`config.mk`:
```
export PLATFORM = sky130hd
export DESIGN_NAME = sipo_rx_ctrl
export DESIGN_NICKNAME = d
export VERILOG_FILES = /design/src/rtl/sipo_rx_pkg.sv /design/src/rtl/sipo_shreg.sv /design/src/rtl/sipo_rx_ctrl.sv
export SDC_FILE = /design/constraint.sdc
export NUM_CORES = 1
export LEC_CHECK = 0
export ABC_AREA = 1
export CAP_MARGIN = 40
export CORE_ASPECT_RATIO = 1.75
export CORE_MARGIN = 5
export CORE_UTILIZATION = 61
export DETAILED_ROUTE_END_ITERATION = 10
export DONT_BUFFER_PORTS = 1
export HOLD_SLACK_MARGIN = 0.02
export MAX_ROUTING_LAYER = met4
export PLACE_DENSITY = 0.74
export SYNTH_ARGS = -nofsm -noshare
export SYNTH_HDL_FRONTEND = slang
export SYNTH_SLANG_ARGS = --single-unit
```
`constraint.sdc`:
```
create_clock -name clk -period 1.6 [get_ports clk]
set_input_delay 0.4 -clock clk [delete_from_list [all_inputs] [get_ports clk]]
set_output_delay 0.4 -clock clk [all_outputs]
set_load 0.005 [all_outputs]
```
`src/rtl/sipo_rx_pkg.sv`:
```
`default_nettype none
// ============================================================================
// Module      : sipo_rx_pkg
// Description : Shared types and helpers for the SIPO receive controller.
//               Provides the controller state encoding and the bit-counter
//               width function used to size bit_cnt.
// Ports       : none (package)
// Revision    : 1.0 - initial release
// ============================================================================
package sipo_rx_pkg;

  // Controller states. PARITY is only reachable when PARITY_CHECK_EN is
  // defined at build time.
  typedef enum logic [1:0] {
    IDLE   = 2'd0,
    SHIFT  = 2'd1,
    PARITY = 2'd2
  } rx_state_e;

  // Width of the per-word bit counter. The counter only has to hold
  // 0..WIDTH-1, because it wraps to 0 on the bit that completes a word.
  function automatic int cnt_width(input int width);
    return (width <= 2) ? 1 : $clog2(width);
  endfunction

endpackage : sipo_rx_pkg
`default_nettype wire

```
`src/rtl/sipo_shreg.sv`:
```
`default_nettype none
// ============================================================================
// Module      : sipo_shreg
// Description : WIDTH-bit serial-in / parallel-out shift register. Shifts
//               toward the MSB so the first bit received ends up at the MSB
//               after WIDTH shifts. Content is never cleared between words.
// Ports       : clk       - clock
//               rst_n     - asynchronous active-low reset
//               shift_en  - shift serial_in in on this clock edge
//               serial_in - serial data bit
//               par_out   - current register content
// Revision    : 1.0 - initial release
// ============================================================================
module sipo_shreg #(
  parameter int WIDTH = 16
) (
  input  logic             clk,
  input  logic             rst_n,
  input  logic             shift_en,
  input  logic             serial_in,
  output logic [WIDTH-1:0] par_out
);

  logic [WIDTH-1:0] r_shreg;

  always_ff @(posedge clk or negedge rst_n) begin
    if (!rst_n) begin
      r_shreg <= '0;
    end else if (shift_en) begin
      r_shreg <= {r_shreg[WIDTH-2:0], serial_in};
    end
  end

  assign par_out = r_shreg;

endmodule : sipo_shreg
`default_nettype wire

```
`src/rtl/sipo_rx_ctrl.sv`:
```
`default_nettype none
// ============================================================================
// Module      : sipo_rx_ctrl
// Description : Framing controller for a serial-in/parallel-out receive path.
//               Gates shifting, counts bits per word, handles resync, captures
//               completed words into a holding register with a valid/ready
//               handshake and flags overrun when the consumer stalls.
// Build macro : PARITY_CHECK_EN - when defined, each word is followed by an
//               even-parity bit; capture happens on the parity-bit cycle and
//               the sticky par_err output is present.
// Ports       : clk          - clock
//               rst_n        - asynchronous active-low reset
//               en           - block enable, low forces IDLE
//               sync         - frame-start strobe (same-cycle bit is bit 0)
//               serial_in    - serial data bit
//               serial_valid - serial_in qualifier
//               out_data     - captured word, first-received bit at MSB
//               out_valid    - out_data holds an unconsumed word
//               out_ready    - consumer accepts out_data
//               bit_cnt      - bits received in the current partial word
//               busy         - FSM is receiving (SHIFT or PARITY)
//               overrun      - sticky, a completed word was dropped
//               ovr_clr      - clears overrun (and par_err)
//               par_err      - sticky parity error (PARITY_CHECK_EN only)
// Revision    : 1.0 - initial release
// ============================================================================
module sipo_rx_ctrl
  import sipo_rx_pkg::*;
#(
  parameter int WIDTH        = 16,
  parameter bit SYNC_RESTART = 1'b1
) (
  input  logic                         clk,
  input  logic                         rst_n,
  input  logic                         en,
  input  logic                         sync,
  input  logic                         serial_in,
  input  logic                         serial_valid,
  output logic [WIDTH-1:0]             out_data,
  output logic                         out_valid,
  input  logic                         out_ready,
  output logic [cnt_width(WIDTH)-1:0]  bit_cnt,
  output logic                         busy,
  output logic                         overrun,
  input  logic                         ovr_clr
`ifdef PARITY_CHECK_EN
  ,
  output logic                         par_err
`endif
);

  localparam int                 c_CNT_W    = cnt_width(WIDTH);
  localparam logic [c_CNT_W-1:0] c_CNT_LAST = c_CNT_W'(WIDTH - 1);
  localparam logic [c_CNT_W-1:0] c_CNT_ONE  = c_CNT_W'(1);

  rx_state_e           r_state;
  rx_state_e           w_state_nxt;
  logic [c_CNT_W-1:0]  r_bit_cnt;
  logic [c_CNT_W-1:0]  w_cnt_nxt;
  logic [WIDTH-1:0]    r_out_data;
  logic                r_out_valid;
  logic                r_overrun;
  logic [WIDTH-1:0]    w_shreg;
  logic [WIDTH-1:0]    w_cap_word;
  logic                w_shift_en;
  logic                w_capture;
  logic                w_ovr_set;
  logic                w_load;

  // --------------------------------------------------------------------------
  // Shift path
  // --------------------------------------------------------------------------
  sipo_shreg #(
    .WIDTH (WIDTH)
  ) u_shreg (
    .clk       (clk),
    .rst_n     (rst_n),
    .shift_en  (w_shift_en),
    .serial_in (serial_in),
    .par_out   (w_shreg)
  );

`ifdef PARITY_CHECK_EN
  logic w_par_bad;
  logic r_par_err;
`else
  // Without parity the completed word is formed combinationally from the
  // register plus the bit arriving this cycle, so the old MSB drops out.
  logic w_unused_msb;
  assign w_unused_msb = w_shreg[WIDTH-1];
`endif

  // --------------------------------------------------------------------------
  // FSM state register and bit counter
  // --------------------------------------------------------------------------
  always_ff @(posedge clk or negedge rst_n) begin
    if (!rst_n) begin
      r_state   <= IDLE;
      r_bit_cnt <= '0;
    end else begin
      r_state   <= w_state_nxt;
      r_bit_cnt <= w_cnt_nxt;
    end
  end

  // --------------------------------------------------------------------------
  // Next-state, shift gating and capture strobe
  // --------------------------------------------------------------------------
  always_comb begin
    w_state_nxt = r_state;
    w_cnt_nxt   = r_bit_cnt;
    w_shift_en  = 1'b0;
    w_capture   = 1'b0;
`ifdef PARITY_CHECK_EN
    w_cap_word  = w_shreg;
    w_par_bad   = 1'b0;
`else
    w_cap_word  = {w_shreg[WIDTH-2:0], serial_in};
`endif

    if (!en) begin
      // Disable drops the partial word; the holding register is untouched.
      w_state_nxt = IDLE;
      w_cnt_nxt   = '0;
    end else begin
      case (r_state)
        IDLE: begin
          if (sync) begin
            w_state_nxt = SHIFT;
            w_shift_en  = serial_valid;
            w_cnt_nxt   = serial_valid ? c_CNT_ONE : '0;
          end
        end

        SHIFT: begin
          if (SYNC_RESTART && sync) begin
            // Resync beats word completion: no capture, count restarts
            // with the sync-cycle bit as bit 0.
            w_shift_en = serial_valid;
            w_cnt_nxt  = serial_valid ? c_CNT_ONE : '0;
          end else if (serial_valid) begin
            w_shift_en = 1'b1;
            if (r_bit_cnt == c_CNT_LAST) begin
              w_cnt_nxt = '0;
`ifdef PARITY_CHECK_EN
              w_state_nxt = PARITY;
`else
              w_capture   = 1'b1;
`endif
            end else begin
              w_cnt_nxt = r_bit_cnt + c_CNT_ONE;
            end
          end
        end

`ifdef PARITY_CHECK_EN
        PARITY: begin
          if (SYNC_RESTART && sync) begin
            w_state_nxt = SHIFT;
            w_shift_en  = serial_valid;
            w_cnt_nxt   = serial_valid ? c_CNT_ONE : '0;
          end else if (serial_valid) begin
            // The parity bit is not shifted in; the register already holds
            // the complete word. Even parity: word XOR parity bit must be 0.
            w_capture   = 1'b1;
            w_par_bad   = (^w_shreg) ^ serial_in;
            w_state_nxt = SHIFT;
            w_cnt_nxt   = '0;
          end
        end
`endif

        default: begin
          w_state_nxt = IDLE;
          w_cnt_nxt   = '0;
        end
      endcase
    end
  end

  // --------------------------------------------------------------------------
  // Holding register, handshake and sticky flags
  // --------------------------------------------------------------------------
  // A completed word is loaded when the holding register is free or is being
  // consumed on this same edge; otherwise it is dropped and flagged.
  assign w_load    = w_capture && (!r_out_valid || out_ready);
  assign w_ovr_set = w_capture && r_out_valid && !out_ready;

  always_ff @(posedge clk or negedge rst_n) begin
    if (!rst_n) begin
      r_out_data  <= '0;
      r_out_valid <= 1'b0;
      r_overrun   <= 1'b0;
    end else begin
      if (w_load) begin
        r_out_data  <= w_cap_word;
        r_out_valid <= 1'b1;
      end else if (r_out_valid && out_ready) begin
        r_out_valid <= 1'b0;
      end

      // Set has priority over clear on a coincident cycle.
      if (w_ovr_set) begin
        r_overrun <= 1'b1;
      end else if (ovr_clr) begin
        r_overrun <= 1'b0;
      end
    end
  end

`ifdef PARITY_CHECK_EN
  always_ff @(posedge clk or negedge rst_n) begin
    if (!rst_n) begin
      r_par_err <= 1'b0;
    end else if (w_capture && w_par_bad) begin
      r_par_err <= 1'b1;
    end else if (ovr_clr) begin
      r_par_err <= 1'b0;
    end
  end

  assign par_err = r_par_err;
`endif

  assign out_data  = r_out_data;
  assign out_valid = r_out_valid;
  assign bit_cnt   = r_bit_cnt;
  assign busy      = (r_state != IDLE);
  assign overrun   = r_overrun;

endmodule : sipo_rx_ctrl
`default_nettype wire

```
==> impl_metrics.tcl <==
set metrics [dict create \
    status "completed" \
    cp_max_fo 12 \
    die_h_um 79.64 \
    drc 0 \
    maxCapViolCount 0 \
    fin_skew_ps 7.290 \
    grt_pass1_wl_um 5595 \
    htreeDepth 2 \
    fin_crit_ps 1416 \
    slew_violations 0 \
    place_ws_ps 192.7 \
    vias 1250 \
    reg2reg_from "bit_cnt[0]" \
    synthesis.nets 195 \
    reg2reg_slack_ps 180 \
    hold_ws_ps 256.0 \
    ys_types 20 \
    gp_congestion 0.8376 \
    cts_root_buf "clkbuf_8" \
    grt_usage_pct 18.84 \
    num_io_pins 31 \
    yosysSeqAreaShare_pct 56.25 \
    grt_max_degree 39 \
    hp-start "serial_in" \
    antenna_found_initial 0 \
    area_delta_synth_final_pct 5.699 \
    placedCellCount 208 \
    drive_above_1_share_pct 9.474 \
    finalSetupViolCount 0 \
    crit_end "out_data[13]" \
    dp_hpwl_um 2342 \
    worstSkewPairLatency_ps 280 \
    syn-instance-count 186 \
    rsz0062_at_grt "false" \
    worstPathRequired_ps 1820 \
    critPathLaunch "bit_cnt[0]" \
    num_rows 25 \
    wl_per_cell_um 14.79 \
    drt_iter0_drc 64 \
    overflow 0 \
    setup_ws_ps 183.8 \
    core_area_um2 2690 \
    drt-vias-per-instance 5.760 \
    critical_path_class "flop to flop" \
    reg2reg_to "out_data[13]" \
    avgSynthCellArea_um2 9.088 \
    p_total_mw 1.838 \
    leakage_nw 1.006 \
    antenna_cells 0 \
    die_x_um 49.80 \
    totalWireLength_um 3210 \
    cts_inserted_buffers 5 \
    cts.path.max_buffers 2 \
    syn_area_um2 1690 \
    cts_tree "yes" \
    grt_pass1_vias 1240 \
    first_pass_iters 4 \
    slew_headroom_pct 78.74 \
    period_share_pct 88.51 \
    mostFrequentLayoutCell "nand2_1" \
    max_freq_ghz 0.7061 \
    tns_ps 0 \
    floorplan.initialDensity_pct 62.84 \
    synth_warnings 0 \
    stdcell_count 217 \
    tightest_slew_ps 318.1 \
    die_area_um2 3966 \
    r2r_cells 6 \
    mostFrequentLayoutCells "nand2_1, dfrtp_1, nand3_1, nand4_1, inv_1" \
    hold_viol 0 \
    nNetsFinal 199 \
    clkSlewWorstSetupHoldPaths_ps 70 \
    ant_nets 0 \
    crit_arrival_ps 1630 \
    cts_sinks 38 \
    vdd_drop_max_mv 0.9215 \
    io_buffers 0 \
    cp-end-kind "flop" \
    start_kind "flop" \
    power_per_cell_area_nw_per_um2 1029 \
    synth_seq_cells 38 \
    hp-class "input port to flop" \
]
-- worst min-delay path by stage --
stage          cells past startpoint                   to  slack (ps)
5_1_grt                            2   u_shreg.par_out[9]         240
3_3_place_gp                       0           bit_cnt[3]         110
3_5_place_dp                       0           bit_cnt[3]         110
4_1_cts                            2  u_shreg.par_out[14]         250
6_report                           2   u_shreg.par_out[0]         260
2_1_floorplan                      0           bit_cnt[0]         100
-- what timing repair did --
action / CTS / global route
buffers inserted: 0 / 0
hold endpoints to repair: 38 / 0
resized for setup: 0 / 0
hold buffers: 2 / 0
-- synthesized netlist by cell type --
library cell  number  area share [%]
nand2_1           76              17
dfrtp_1           38              56
nand3_1           22             6.5
nand4_1           17             6.3
inv_1              9             2.0
buf_6              4             2.7
a21oi_1            3            0.89
inv_2              3            0.67
buf_2              2            0.59
nand2_4            2             1.3
a21oi_4            1            0.96
buf_4              1            0.44
clkbuf_1           1            0.22
ha_1               1            0.74
nand2_2            1            0.37
nand3_4            1             1.0
nand3b_1           1            0.44
nor2_1             1            0.22
nor2_8             1             1.2
o21ai_0            1            0.30
-- report_power, final --
part / internal, mW / switching (mW) / total, mW / leakage, nW
logic: 0.0508 / 0.0881 / 0.139 / 0.445
clock network: 0.299 / 0.295 / 0.594 / 0.0383
registers: 1.03 / 0.0711 / 1.10 / 0.522
total: 1.38 / 0.454 / 1.84 / 1.01
-- routing by layer --
metal / up-vias / wire [µm] / GRT usage [%]
li1: 617 / - / -
met1: 585 / 1215 / 20.10
met2: 38 / 1688 / 29.97
met3: 10 / 187 / 6.729
met4: 0 / 119 / 10.24
met5: - / 0 / -
-- final cells by class --
cell class,count,area (µm²)
sequential,38,950.9
tap,27,33.78
inverter,12,45.04
fill,219,903.4
timing repair buffer,5,52.55
multi-input combinational,128,628.1
clock buffer,7,76.32
-- registers in the layout (all words and copies together), names as in the netlist --
| register | cells |
|---|---|
| out_data | 16 |
| bit_cnt | 4 |
| overrun | 1 |
| out_valid | 1 |
| u_shreg.par_out | 15 |
| r_state | 1 |
-- cells by family (layout without fill, tap and decap cells) --
kind of cell	after synthesis	after routing	synth area share (%)
adder cells (fa/ha/maj)	1	1	0.7401
AO/OA/AOI/OAI	5	5	2.146
AND/OR/NAND/NOR	122	122	34.27
flip-flops	38	38	56.25
buffers and inverters	20	24	6.587
-- worst max-delay path, cell delays in order, from the launching register on --
cell	delay, ps
dfrtp_1	450
ha_1	220
nand3_1	110
inv_2	150
buf_4	200
nand4_1	110
nand2_1	90
-- through the flow --
step           area, µm²  util (%)
4_1_cts             1787     66.42
3_3_place_gp        1680     62.47
5_1_grt             1787     66.42
3_5_place_dp        1680     62.47
6_report            1787     66.42
2_1_floorplan       1690         -
No activity file was read; power rests on OpenSTA's default activity.
